<file path="src/rtl/execute_stage_if.sv">
// Issue and write-back signal bundle between decode, the execute stage and the register file.
// The execute stage takes the slave side; decode (or a bench) takes the master side.
interface execute_stage_if #(
    parameter int DATA_W     = 32,
    parameter int REG_ADDR_W = 5,
    parameter int OP_W       = 4
);
    logic                  issue_valid;
    logic                  issue_ready;
    logic [OP_W-1:0]       opcode;
    logic [REG_ADDR_W-1:0] rd_addr;
    logic [DATA_W-1:0]     op_a;
    logic [DATA_W-1:0]     op_b;
    logic [REG_ADDR_W-1:0] wr_port_C;
    logic [DATA_W-1:0]     wr_data_C;
    logic                  write_en_c;
    logic                  write_back;
    logic                  busy;

    modport master (
        output issue_valid, opcode, rd_addr, op_a, op_b,
        input  issue_ready, wr_port_C, wr_data_C, write_en_c, write_back, busy
    );

    modport slave (
        input  issue_valid, opcode, rd_addr, op_a, op_b,
        output issue_ready, wr_port_C, wr_data_C, write_en_c, write_back, busy
    );
endinterface

</file>
<file path="src/rtl/execute_stage.sv">
// Execute stage: single-cycle ALU ops plus an iterative shift-add multiply,
// presenting a registered write-back triple to register-file write port C.
module execute_stage #(
    parameter int DATA_W     = 32,
    parameter int REG_ADDR_W = 5,
    parameter int OP_W       = 4
) (
    input logic            clk,
    input logic            reset,
    execute_stage_if.slave io
);
    localparam int SH_W  = $clog2(DATA_W);
    localparam int CNT_W = $clog2(DATA_W);

    localparam logic [OP_W-1:0] OP_ADD = OP_W'(0);
    localparam logic [OP_W-1:0] OP_SUB = OP_W'(1);
    localparam logic [OP_W-1:0] OP_AND = OP_W'(2);
    localparam logic [OP_W-1:0] OP_OR  = OP_W'(3);
    localparam logic [OP_W-1:0] OP_XOR = OP_W'(4);
    localparam logic [OP_W-1:0] OP_SLL = OP_W'(5);
    localparam logic [OP_W-1:0] OP_SRL = OP_W'(6);
    localparam logic [OP_W-1:0] OP_SRA = OP_W'(7);
    localparam logic [OP_W-1:0] OP_SLT = OP_W'(8);
    localparam logic [OP_W-1:0] OP_MUL = OP_W'(9);
    localparam logic [CNT_W-1:0] LAST_ITER = CNT_W'(DATA_W - 1);

    typedef enum logic [1:0] {IDLE, MUL, DONE} state_t;

    typedef struct packed {
        logic [REG_ADDR_W-1:0] rd;
        logic [DATA_W-1:0]     res;
    } wb_t;

    state_t                state, state_d;
    logic                  accept, mul_start, alu_issue;
    logic [DATA_W-1:0]     alu_res;
    logic [SH_W-1:0]       shamt;

    wb_t                   pipe_q;
    logic                  vld_q;

    logic [DATA_W-1:0]     mcand, mplier, acc;
    logic [CNT_W-1:0]      cnt;
    logic [REG_ADDR_W-1:0] mul_rd;

    logic [REG_ADDR_W-1:0] wr_port_q;
    logic [DATA_W-1:0]     wr_data_q;
    logic                  we_q;

    assign io.issue_ready = (state != MUL);
    assign io.busy        = (state == MUL);
    assign io.wr_port_C   = wr_port_q;
    assign io.wr_data_C   = wr_data_q;
    assign io.write_en_c  = we_q;
    assign io.write_back  = we_q;

    assign accept    = io.issue_valid && io.issue_ready;
    assign mul_start = accept && (io.opcode == OP_MUL);
    // Opcodes below MUL are the single-cycle ALU group; x0 targets never get a slot.
    assign alu_issue = accept && (io.opcode < OP_MUL) && (io.rd_addr != '0);
    assign shamt     = io.op_b[SH_W-1:0];

    always_comb begin
        alu_res = '0;
        case (io.opcode)
            OP_ADD:  alu_res = io.op_a + io.op_b;
            OP_SUB:  alu_res = io.op_a - io.op_b;
            OP_AND:  alu_res = io.op_a & io.op_b;
            OP_OR:   alu_res = io.op_a | io.op_b;
            OP_XOR:  alu_res = io.op_a ^ io.op_b;
            OP_SLL:  alu_res = io.op_a << shamt;
            OP_SRL:  alu_res = io.op_a >> shamt;
            OP_SRA:  alu_res = $unsigned($signed(io.op_a) >>> shamt);
            OP_SLT:  alu_res = {{(DATA_W-1){1'b0}}, ($signed(io.op_a) < $signed(io.op_b))};
            default: alu_res = '0;
        endcase
    end

    always_ff @(posedge clk or negedge reset) begin
        if (!reset) state <= IDLE;
        else        state <= state_d;
    end

    always_comb begin
        state_d = state;
        case (state)
            IDLE:    if (mul_start) state_d = MUL;
            MUL:     if (cnt == LAST_ITER) state_d = DONE;
            DONE:    state_d = mul_start ? MUL : IDLE;
            default: state_d = IDLE;
        endcase
    end

    // Shift-add multiplier: one multiplier bit retired per cycle while in MUL.
    always_ff @(posedge clk or negedge reset) begin
        if (!reset) begin
            mcand  <= '0;
            mplier <= '0;
            acc    <= '0;
            cnt    <= '0;
            mul_rd <= '0;
        end else if (mul_start) begin
            mcand  <= io.op_a;
            mplier <= io.op_b;
            acc    <= '0;
            cnt    <= '0;
            mul_rd <= io.rd_addr;
        end else if (state == MUL) begin
            if (mplier[0]) acc <= acc + mcand;
            mcand  <= mcand << 1;
            mplier <= mplier >> 1;
            cnt    <= cnt + 1'b1;
        end
    end

    always_ff @(posedge clk or negedge reset) begin
        if (!reset) begin
            pipe_q <= '0;
            vld_q  <= 1'b0;
        end else begin
            vld_q <= alu_issue;
            if (alu_issue) pipe_q <= '{rd: io.rd_addr, res: alu_res};
        end
    end

    // A multiply result and an ALU result never land on the same edge: nothing
    // is accepted during MUL, so the ALU slot is empty whenever DONE retires.
    always_ff @(posedge clk or negedge reset) begin
        if (!reset) begin
            wr_port_q <= '0;
            wr_data_q <= '0;
            we_q      <= 1'b0;
        end else if (state == DONE && mul_rd != '0) begin
            wr_port_q <= mul_rd;
            wr_data_q <= acc;
            we_q      <= 1'b1;
        end else if (vld_q) begin
            wr_port_q <= pipe_q.rd;
            wr_data_q <= pipe_q.res;
            we_q      <= 1'b1;
        end else begin
            we_q      <= 1'b0;
        end
    end
endmodule

</file>
<file path="src/flat_wrapper.sv">
// flat-port wrapper written by rule: the top's interface ports become plain ports
module execute_stage_flat 
#(
    parameter int DATA_W     = 32,
    parameter int REG_ADDR_W = 5,
    parameter int OP_W       = 4
)
  (clk, reset, io_issue_valid, io_opcode, io_rd_addr, io_op_a, io_op_b, io_issue_ready, io_wr_port_C, io_wr_data_C, io_write_en_c, io_write_back, io_busy);
  execute_stage_if #(.DATA_W(DATA_W), .REG_ADDR_W(REG_ADDR_W), .OP_W(OP_W)) io_i ();
  input logic clk;
  input logic reset;
  input wire logic [$bits(io_i.issue_valid)-1:0] io_issue_valid;
  input wire logic [$bits(io_i.opcode)-1:0] io_opcode;
  input wire logic [$bits(io_i.rd_addr)-1:0] io_rd_addr;
  input wire logic [$bits(io_i.op_a)-1:0] io_op_a;
  input wire logic [$bits(io_i.op_b)-1:0] io_op_b;
  output wire logic [$bits(io_i.issue_ready)-1:0] io_issue_ready;
  output wire logic [$bits(io_i.wr_port_C)-1:0] io_wr_port_C;
  output wire logic [$bits(io_i.wr_data_C)-1:0] io_wr_data_C;
  output wire logic [$bits(io_i.write_en_c)-1:0] io_write_en_c;
  output wire logic [$bits(io_i.write_back)-1:0] io_write_back;
  output wire logic [$bits(io_i.busy)-1:0] io_busy;
  assign io_i.issue_valid = io_issue_valid;
  assign io_i.opcode = io_opcode;
  assign io_i.rd_addr = io_rd_addr;
  assign io_i.op_a = io_op_a;
  assign io_i.op_b = io_op_b;
  assign io_issue_ready = io_i.issue_ready;
  assign io_wr_port_C = io_i.wr_port_C;
  assign io_wr_data_C = io_i.wr_data_C;
  assign io_write_en_c = io_i.write_en_c;
  assign io_write_back = io_i.write_back;
  assign io_busy = io_i.busy;
  execute_stage #(.DATA_W(DATA_W), .REG_ADDR_W(REG_ADDR_W), .OP_W(OP_W)) u_core (.clk(clk), .reset(reset), .io(io_i));
endmodule
</file>
<file path="config.mk">
export PLATFORM = sky130hd
export DESIGN_NAME = execute_stage_flat
export DESIGN_NICKNAME = d
export VERILOG_FILES = /design/src/rtl/execute_stage_if.sv /design/src/rtl/execute_stage.sv /design/src/flat_wrapper.sv
export SDC_FILE = /design/constraint.sdc
export NUM_CORES = 1
export LEC_CHECK = 0
export BUFFER_PORTS_ARGS = -buffer_cell sky130_fd_sc_hd__buf_2
export CELL_PAD_IN_SITES_DETAIL_PLACEMENT = 1
export CELL_PAD_IN_SITES_GLOBAL_PLACEMENT = 1
export CORE_UTILIZATION = 43
export DETAILED_ROUTE_END_ITERATION = 6
export PLACE_DENSITY = 0.82
export SLEW_MARGIN = 20
export SYNTH_ARGS = -nofsm -noshare
export SYNTH_HDL_FRONTEND = slang
export SYNTH_SLANG_ARGS = --single-unit
export TNS_END_PERCENT = 100
</file>
<file path="constraint.sdc">
create_clock -name clk -period 2.9 [get_ports clk]
set_input_delay 0.58 -clock clk [delete_from_list [all_inputs] [get_ports clk]]
set_output_delay 0.58 -clock clk [all_outputs]
set_load 0.01 [all_outputs]
</file>
==> results of run 1 <==
layer usage:
metal  vias to the layer above  global-route usage (%)
met3                       279                   8.256
met2                      1163                   68.62
met5                         -                       0
met1                     10650                   56.96
met4                         2                   23.94
li1                       9033                       -
cell families (layout without fill, tap and decap cells):
family,after synthesis,count (layout)
compound gates,691,691
fa+ha+maj,133,133
buf+inv,274,788
mux,165,165
xor+xnor,42,42
flops,184,184
simple gates,708,708
state kept, by name, summed over array words and instances (netlist names):
signal,cells
u_core.pipe_q,37
u_core.acc,32
u_core.io.wr_data_C,32
u_core.mcand,32
u_core.mplier,32
u_core.cnt,5
u_core.io.wr_port_C,5
u_core.mul_rd,5
u_core.state,2
u_core.io.write_back,1
u_core.vld_q,1
what timing repair did:
item / CTS / global route
hold endpoints to repair: 0 / 0
setup buffers: 7 / 11
gates cloned: 1 / 3
endpoints found under the setup margin: 21 / 35
pin swaps: 29 / 48
resized for setup: 73 / 126
final cells by class:
| cell class | instances | area, um2 | share of cell area, % |
|---|---|---|---|
| clock buffer | 17 | 425.4 | 1.744 |
| inverter | 107 | 445.4 | 1.826 |
| multi-input combinational | 1739 | 13100 | 53.71 |
| timing repair buffer | 650 | 4994 | 20.47 |
| sequential | 184 | 4606 | 18.88 |
| clock inverter | 14 | 163.9 | 0.6720 |
| tap | 525 | 656.9 | 2.693 |
final timing paths:
| check | endpoint | from | slack [ns] |
|---|---|---|---|
| worst max register to register | u_core.acc[30] | u_core.mcand[0] | 0.02 |
| worst min register to register | u_core.mplier[16] | u_core.mplier[16] | 0.49 |
| min in group clk | u_core.mul_rd[0] | io_rd_addr[0] | 0.39 |
| worst max-delay path | u_core.pipe_q[25] | io_op_a[16] | -0.08 |
| max in group asynchronous | u_core.pipe_q[3] | reset | 1.94 |
| worst min-delay path | u_core.pipe_q[32] | reset | 0.09 |
synth_stat cells, types with 28 or more instances:
library cell / n
nand2_1: 287
nor2_1: 227
a21oi_1: 199
dfrtp_1: 184
ha_1: 130
clkbuf_1: 125
inv_1: 105
o21ai_0: 105
mux2i_1: 93
a22oi_1: 76
mux4_2: 50
o22ai_1: 41
nor3_1: 37
nand3_1: 36
a21o_1: 28
xnor2_1: 28
power by group through the flow:
| stage | Combinational [W] | Sequential, W | Clock (W) |
|---|---|---|---|
| after floorplan | 0.00447 | 0.00442 | 0 |
| after global placement | 0.00701 | 0.00471 | 0 |
| after detailed placement | 0.00742 | 0.00480 | 0 |
| after CTS | 0.00768 | 0.00478 | 0.00248 |
| after global routing | 0.00882 | 0.00492 | 0.00258 |
| final | 0.00825 | 0.00487 | 0.00249 |
through the flow:
stage | std cells | cell area [um2] | hold WS (ns)
after floorplan | 2197 | 18180 | 0.2844
after global placement | 3183 | 22630 | 0.4585
after detailed placement | 3183 | 22630 | 0.4668
after CTS | 3222 | 23640 | 0.1061
after global routing | 3236 | 24390 | 0.1218
final | 3236 | 24390 | 0.09465
==> run_results.csv, run 1 <==
group,metric,value,unit
synthesis,synth_async_sr_flop_share,100.0,%
synthesis,synthDistinctLibCells,83,
cells_and_area,final_cell_mix,"buf_4, nand2_1, nor2_1",
cts,cts_tree,"built",
synthesis,synth_compound_area_share,25.67,%
placement,dp_hpwl,70310,um
cells_and_area,fin_util,60.69,%
sta,setup_slack,-0.08412,ns
synthesis,synth_area_per_cell,8.065,um2
die,die_h,205.0,um
placement,globalplace.congestion,1.041,
synthesis,synth_edf_count,0,
cts,h-tree-depth,4,
route,wire_per_inst,29.18,um
synthesis,synth-xor-area-share,2.076,%
synthesis,synth_top_area_cell,"dfrtp_1",
min_path,min_path_type,"in2async",
placement,port_buffers,116,
setup_path,cp_data_arrival_time,3.31,ns
grt,grt_max_degree,75,
die,die_area,42020,um2
sta,worst_pin_slew,1.090,ns
cells_and_area,area_growth,37.64,%
power_and_ir_drop,switchingPower,0.007115,W
power_and_ir_drop,power.leakage,11.20,nW
route,drt-met1-wl,37900,um
cts,cts_buffers,17,
setup_path,crit_cells,12,
power_and_ir_drop,combPwrFrac,52.9,%
synthesis,yosysTopAreaCellShare,25.99,%
grt,antenna_found_initial,1,
power_and_ir_drop,total_power,0.01560,W
setup_path,r2r_cells,12,
cts,cts_hold_buf,0,
power_and_ir_drop,p_sw_share,45.61,%
sta,setup_tns,-0.1445,ns
cts,clk_pin_slew_worst_paths,0.08,ns
route,wirelength,94420,um
sta,setup_viol,2,
die,initial_core_util,44.09,%
outcome,status,"finished, violations left",
setup_path,critPathRequiredTime,3.23,ns
route,vias_per_cell,6.530,
cells_and_area,fillers,4771,
cts,cts_root_buf,"clkbuf_16",
power_and_ir_drop,seqPwrFrac,31.2,%
sta,final_hold_viol_count,0,
sta,fin_skew,0.01118,ns
sta,rsz0062_at_grt,"yes",
synthesis,synth_seq_cells,184,
power_and_ir_drop,power_density,639.7,nW/um2
setup_path,path_buf_inv,2,
cts,clk_path_buf_depth,2,
synthesis,synthAdderAreaFrac,9.518,%
cells_and_area,final_common_cell,"buf_4",
sta,fin_crit,2.984,ns
grt,grt_pass1_vias,21510,
setup_path,crit_chain,"buf_8 > inv_4 > ha_4 > or3_4 > or3_4 > nand2b_4 > o32a_1 > a31oi_4 > nor2_2 > xor2_2 > a2111oi_4 > a21oi_2",
setup_path,crit_path_frequent_cell,"or3_4",
sta,report.final.slew_viol_count,0,
route,wl_met3,8093,um
power_and_ir_drop,ir_worst_vdd,0.5957,mV
route,postRouteAntennaNets,0,
die,die_w,205.0,um
synthesis,yosys_most_used_dff,"dfrtp_1",
synthesis,yosys_warnings,0,
grt,grt_overflow,0,
cts,clock_sinks,184,
placement,pre_cts_ws,-0.6528,ns
synthesis,ys_seq_area_share,25.99,%
setup_path,endpoint_kind,"flop",
synthesis,synth_top_family_by_area,"compound AO/OA/AOI/OAI gates",
setup_path,worstSetupPathType,"in2reg",
route,drt_pass1_iterations,7,
grt,grt_pass1_wl,136900,um
cells_and_area,diodes,0,
flow_run,drv_cap,0,
sta,fmax,335.1,MHz
die,row_count,73,
grt,grt_usage,43.84,%
setup_path,cp_max_fo,2,
setup_path,critPathLaunchType,"input port",
power_and_ir_drop,cell_internal_pwr,0.008486,W
setup_path,crit_family,"compound AO/OA/AOI/OAI gates",
route,drtIter0Drc,1985,
die,fp.coreArea,40190,um2
cts,clock_latency,0.45,ns
outcome,violations,"DRC, setup timing",
synthesis,synthesis.area,17720,um2
route,dr_total_vias,21130,
route,highest_layer,"met5",
synthesis,synth_area_leaders,"dfrtp_1, ha_1, mux4_2",
setup_path,crit_slowest_cell,"a2111oi_4",
synthesis,muxShareOfSynthArea,13.01,%
die,ioPinCount,117,
power_and_ir_drop,clockPowerShare,15.9,%
sta,finalCritPeriodShare,102.9,%
synthesis,synthSimpleGateAreaFrac,17.57,%
route,routed-wl-met2,42420,um
setup_path,cp_slowest_stage_delay,0.44,ns
route,drc,2,
cells_and_area,final_nets,2908,
cells_and_area,layout-drive-gt1-share,34.86,%
synthesis,synth_cells,2197,
synthesis,synth_nets,2406,
sta,relSlewSlack,27.15,%
(Power assumes the default switching activity.)
==> inputs of run 2 (changes only) <==
Settings changed: ABC_AREA set to 1, CORE_UTILIZATION 43 to 40.
==> run 2 against run 1 <==
The run now ends clean. Register-to-register slack gained 0.29 ns. Total power shrank 7.3%. Synthesized cell count grew 46%. Non-clock buffer count shrank 260. Worst setup slack gained 0.29 ns. Cell area shrank 6.0%. Largest power group unchanged. Highest routed layer unchanged.
==> run_results.csv, run 2 <==
group,metric,value,unit
sta,report.final.slew_viol_count,0,
synthesis,synth.most_common_cell,"nand2_1",
die,die_h,221.9,um
placement,port_buffers,116,
placement,dp_hpwl,86020,um
grt,grt_pass1_vias,25320,
grt,grt_pass1_wl,156200,um
sta,relSlewSlack,51.17,%
setup_path,r2r_end,"u_core.acc[21]",
cells_and_area,final_nets,3689,
cts,cts_buffers,17,
setup_path,critPathLaunchType,"input port",
setup_path,critPathRequiredTime,3.30,ns
placement,placed_cells,4076,
cts,cts_tree,"built",
power_and_ir_drop,total_power,0.01446,W
cells_and_area,final_cell_mix,"nand2_1, nand3_1, inv_1",
cts,clock_latency,0.48,ns
sta,fin_crit,2.693,ns
sta,finalCritPeriodShare,92.86,%
synthesis,synth_edf_count,0,
route,drc,0,
cells_and_area,regMostFlops,"u_core.pipe_q",
outcome,status,"complete, no violations",
grt,grt_usage,42.51,%
sta,final_hold_viol_count,0,
min_path,min_path_type,"in2async",
setup_path,worstSetupPathType,"in2reg",
grt,grt_max_degree,73,
cells_and_area,final_common_cell,"nand2_1",
synthesis,synth_nets,3419,
synthesis,synthesis.area,19340,um2
cts,cts_hold_buf,0,
setup_path,cp_data_arrival_time,3.09,ns
grt,grt_overflow,0,
synthesis,synth_area_per_cell,6.024,um2
setup_path,endpoint_kind,"flop",
synthesis,yosys_most_used_dff,"dfrtp_1",
cells_and_area,area_growth,18.61,%
cells_and_area,fillers,6606,
synthesis,synth_seq_cells,184,
power_and_ir_drop,power.leakage,12.03,nW
die,fp.coreArea,47750,um2
cells_and_area,largest_reg_flops,37,
route,drt_pass1_iterations,6,
route,dr_total_vias,24420,
setup_path,r2r_start,"u_core.acc[2]",
synthesis,yosys_warnings,0,
sta,fin_skew,0.01910,ns
setup_path,r2r_cells,11,
die,die_w,221.9,um
placement,pre_cts_ws,-0.2535,ns
setup_path,cp_max_fo,5,
route,drtIter0Drc,2344,
sta,worst_pin_slew,0.7325,ns
power_and_ir_drop,power_density,630.3,nW/um2
cts,clock_sinks,184,
synthesis,ys_seq_area_share,23.81,%
sta,setup_viol,0,
cts,h-tree-depth,4,
sta,rsz0062_at_grt,"no",
synthesis,synth_area_leaders,"dfrtp_1, nand2_1, nand3_1",
route,postRouteAntennaNets,0,
die,row_count,80,
cells_and_area,layout-drive-gt1-share,13.60,%
synthesis,ys_top_cells_by_count,"nand2_1, nand3_1, inv_1, nor2_1, dfrtp_1",
synthesis,synth_async_sr_flop_share,100.0,%
route,wirelength,105100,um
setup_path,rrSetupSlack,0.31,ns
cts,ctsResizeCount,0,
synthesis,synthDistinctLibCells,49,
die,die_area,49230,um2
synthesis,yosysTopAreaCellShare,23.81,%
cts,cts_root_buf,"clkbuf_16",
cts,clk_pin_slew_worst_paths,0.09,ns
sta,fmax,371.3,MHz
die,ioPinCount,117,
die,initial_core_util,40.50,%
grt,antenna_found_initial,3,
power_and_ir_drop,ir_worst_vdd,0.4072,mV
route,vias_per_cell,5.943,
placement,globalplace.congestion,0.9990,
route,wire_per_inst,25.58,um
cts,cts_setup_buffers,0,
cts,clk_path_buf_depth,2,
synthesis,synth_top_area_cell,"dfrtp_1",
flow_run,drv_cap,0,
sta,setup_slack,0.2070,ns
synthesis,synth_cells,3210,
cells_and_area,final_cells,4109,
-- run 2: cell types whose count changed in the layout (fill, tap and decap cells not counted), sizes merged, moves of 38 or more --
cell | previous run | this run
nor2 | 227 | 265
o21ai | 106 | 148
o211ai | 22 | 74
mux2i | 93 | 1
mux4 | 50 | 0
buf | 644 | 389
nand3 | 36 | 481
a21oi | 199 | 124
nand2 | 287 | 988
a22oi | 76 | 0
inv | 112 | 419
-- run 2: cells by family (layout without fill, tap and decap cells) --
group                      after synthesis  after routing  synth area share [%]
DFF                                    184            184                 23.81
other                                    0              1                     0
muxes                                    1              1               0.05177
and+or+nand+nor                       1863           1863                 41.07
adders and majority gates              133            133                 8.722
AOI/OAI and AO/OA                      465            465                 14.69
xor gates and xnor gates                 6              6                0.2718
buffers and inverters                  558            841                 11.39
-- run 2: stage by stage --
stage                     instance area, um2  hold slack (ns)  setup TNS (ns)  utilization, %
after floorplan                        19340           0.2844               0               -
after CTS                              22930           0.1366               0           48.03
after global routing                   22930           0.1669               0           48.03
final                                  22940          0.09684               0           48.04
after global placement                 22340           0.4543         -0.1742           46.79
after detailed placement               22340           0.4614         -0.4297           46.79
-- run 2: worst max path at each step --
| stage | start | end | depth (start not counted) | slack [ns] |
|---|---|---|---|---|
| 2_1_floorplan | io_op_b[3] | u_core.pipe_q[16] | 17 | 0.15 |
| 3_3_place_gp | io_op_a[13] | u_core.pipe_q[0] | 14 | -0.17 |
| 3_5_place_dp | io_op_a[13] | u_core.pipe_q[0] | 14 | -0.25 |
| 4_1_cts | io_op_a[13] | u_core.pipe_q[0] | 14 | 0.25 |
| 5_1_grt | io_op_b[4] | u_core.pipe_q[0] | 15 | 0.06 |
| 6_report | io_op_a[11] | u_core.pipe_q[0] | 13 | 0.21 |
-- run 2: per-layer routing --
metal	track usage (%)	part of all wire [%]
met1	52.43	40
met2	71.03	47
met3	7.554	7.5
met4	21.62	5.5
met5	0	0.024
-- run 2: power breakdown --
group | leakage (nW) | total [W] | switching (W) | internal [W]
Sequential | 2.35 | 0.00457 | 0.000924 | 0.00365
Clock | 0.285 | 0.00251 | 0.00128 | 0.00123
Combinational | 9.39 | 0.00738 | 0.00483 | 0.00255
Total | 12.0 | 0.0145 | 0.00703 | 0.00743
-- run 2: area by class of cell --
| cell class | instances | area [um2] | area share (%) |
|---|---|---|---|
| clock buffer | 18 | 429.2 | 1.871 |
| multi-input combinational | 2468 | 12530 | 54.65 |
| sequential | 184 | 4604 | 20.08 |
| antenna | 1 | 2.502 | 0.01091 |
| inverter | 419 | 1573 | 6.857 |
| clock inverter | 14 | 165.2 | 0.7201 |
| timing repair buffer | 390 | 2859 | 12.47 |
| tap | 615 | 769.5 | 3.355 |
-- run 2: worst max-delay path: stages --
cell      delay [ns]
buf_2           0.10
inv_1           0.16
ha_1            0.32
o21ai_0         0.44
a21oi_1         0.18
nor2_1          0.28
buf_4           0.17
nor2_1          0.03
nand2_1         0.19
nand3_1         0.15
nand3_1         0.10
nand3_1         0.16
a21boi_0        0.22
==> inputs of run 3 (changes only) <==
Settings changed: GPL_TIMING_DRIVEN set to 0, MAX_ROUTING_LAYER set to met4.
==> run 3 against run 2 <==
The flow now finishes with violations (setup timing). Maximum frequency shrank 9.1%. Combinational power shrank 0.5%. Sequential cell count is the same. Largest power group unchanged. Highest routed layer is now met4.
==> run_results.csv, run 3 (same netlist as run 2, synthesis figures left out) <==
group,metric,value,unit
setup_path,r2r_end,"u_core.pipe_q[5]",
min_path,min_path_type,"in2async",
outcome,status,"finished, violations left",
cells_and_area,final_nets,3555,
route,postRouteAntennaNets,0,
setup_path,cp_max_fo,11,
route,wire_per_inst,28.06,um
sta,fin_crit,2.962,ns
sta,fmax,337.6,MHz
setup_path,crit_chain,"buf_2 > buf_12 > inv_1 > clkbuf_4 > buf_8 > ha_4 > clkinv_2 > nand2_1 > nand2_1 > nand2_1 > nand3_2 > nand2_1 > nand2_1 > nand2_2 > nand4_1 > nand3_1 > nand3_2 > nand2_1 > inv_1",
placement,dp_hpwl,91690,um
cts,clock_latency,0.47,ns
setup_path,crit_family,"simple AND/OR/NAND/NOR gates",
cells_and_area,largest_reg_flops,37,
route,drc,0,
setup_path,path_buf_inv,7,
cells_and_area,final_common_cell,"nand2_1",
sta,final_hold_viol_count,0,
cts,cts_root_buf,"clkbuf_16",
grt,grt_overflow,0,
power_and_ir_drop,clockPowerShare,16.9,%
sta,relSlewSlack,28.34,%
power_and_ir_drop,power_density,661.3,nW/um2
grt,antenna_found_initial,3,
power_and_ir_drop,seqPwrFrac,31.8,%
cells_and_area,final_cell_mix,"nand2_1, nand3_1, inv_1",
setup_path,cp_data_arrival_time,3.32,ns
power_and_ir_drop,p_sw_share,50.50,%
die,initial_core_util,40.50,%
power_and_ir_drop,ir_worst_vdd,0.3772,mV
die,die_h,221.9,um
placement,port_buffers,116,
setup_path,r2r_start,"u_core.state[0]",
sta,fin_skew,0.01420,ns
route,drtIter0Drc,2241,
route,vias_per_cell,6.069,
grt,grt_pass1_wl,161400,um
sta,report.final.slew_viol_count,0,
cells_and_area,area_growth,11.77,%
grt,grt_usage,46.04,%
setup_path,critPathRequiredTime,3.26,ns
route,drt_pass1_iterations,5,
grt,grt_pass1_vias,25170,
flow_run,drv_cap,0,
setup_path,endpoint_kind,"flop",
cells_and_area,regMostFlops,"u_core.pipe_q",
die,die_area,49230,um2
cts,cts_hold_buf,0,
setup_path,cp_slowest_stage_delay,0.31,ns
cts,h-tree-depth,4,
setup_path,crit_slowest_cell,"ha_4",
sta,worst_pin_slew,1.075,ns
setup_path,worstSetupPathType,"in2reg",
power_and_ir_drop,switchingPower,0.007218,W
cts,cts_tree,"built",
sta,finalCritPeriodShare,102.1,%
grt,grt_max_degree,94,
cts,clk_pin_slew_worst_paths,0.08,ns
cells_and_area,layout-drive-gt1-share,9.348,%
route,dr_total_vias,24150,
setup_path,rrSetupSlack,-0.03,ns
outcome,violations,"setup timing",
setup_path,crit_path_frequent_cell,"nand2_1",
setup_path,critPathLaunchType,"input port",
cells_and_area,fin_util,45.27,%
cts,cts_buffers,17,
sta,setup_slack,-0.06196,ns
route,wirelength,111700,um
placement,pre_cts_ws,-1.616,ns
cts,clock_sinks,184,
die,ioPinCount,117,
sta,setup_viol,4,
power_and_ir_drop,combPwrFrac,51.3,%
die,die_w,221.9,um
sta,rsz0062_at_grt,"yes",
setup_path,r2r_cells,11,
die,fp.coreArea,47750,um2
power_and_ir_drop,power.leakage,11.08,nW
placement,globalplace.congestion,1.087,
cts,clk_path_buf_depth,2,
die,row_count,80,
power_and_ir_drop,cell_internal_pwr,0.007074,W
[run 3: cell type report]
cell class | instances | area, um2
diodes | 6 | 15.01
plain buffers | 137 | 708.2
clock buffers | 18 | 429.2
clock inverters | 14 | 152.6
fillers | 6564 | 26130
inverters | 419 | 1587
multi-input cells | 2468 | 12710
flip-flops and latches | 184 | 4604
well taps | 615 | 769.5
repair buffers | 119 | 635.6
[run 3: how the worst max path moves through the flow]
stage | start | to | cells past startpoint
3_3_place_gp | reset | u_core.io.wr_port_C[3] | 1
2_1_floorplan | io_op_b[3] | u_core.pipe_q[16] | 17
3_5_place_dp | io_op_b[3] | u_core.pipe_q[0] | 17
6_report | io_op_b[3] | u_core.pipe_q[26] | 19
5_1_grt | io_op_b[2] | u_core.pipe_q[25] | 21
4_1_cts | io_op_b[3] | u_core.pipe_q[0] | 17
[run 3: repair_timing]
item                                    in CTS  in global routing
endpoints found under the setup margin      33                 24
pin swaps                                    2                  5
hold endpoints to repair                     0                  0
gates cloned                                 0                  0
setup buffers                                1                  1
gates resized for setup                     47                 43
[run 3: worst reg2reg max path, delay by kind of cell, from the launching register on]
kind	cells	cell delay, ns
flip-flops	1	0.43
buffers and inverters	3	0.69
AND/OR/NAND/NOR	5	1.10
AO/OA/AOI/OAI	3	0.56
[run 3: routing by layer]
layer | wire length [um] | global-route usage, % | up-vias
met1 | 42250 | 50.64 | 11840
met2 | 52250 | 75.60 | 1120
met5 | 0 | - | -
li1 | - | - | 10810
met4 | 9502 | 33.00 | 0
met3 | 7686 | 7.779 | 382
[run 3: metrics by stage]
| step | cell area [um2] | total power (W) | setup TNS, ns | instances | hold slack (ns) |
|---|---|---|---|---|---|
| final | 21610 | 0.01429 | -0.1280 | 3980 | 0.1252 |
| after global routing | 21610 | 0.01497 | -0.2908 | 3978 | 0.2004 |
| after CTS | 21450 | 0.01401 | 0 | 3973 | 0.1691 |
| after detailed placement | 20720 | 0.01146 | -40.79 | 3942 | 0.4731 |
| after global placement | 20690 | 0.01100 | -357.85 | 3941 | 0.4506 |
| after floorplan | 19340 | 0.008588 | 0 | 3210 | 0.2844 |
[run 3: power by group through the flow]
| stage | sequential (W) | combinational (W) | clock (W) |
|---|---|---|---|
| floorplan | 0.00426 | 0.00433 | 0 |
| global placement | 0.00440 | 0.00660 | 0 |
| detailed placement | 0.00449 | 0.00696 | 0 |
| CTS | 0.00448 | 0.00712 | 0.00241 |
| global route | 0.00460 | 0.00788 | 0.00249 |
| finish | 0.00454 | 0.00734 | 0.00241 |
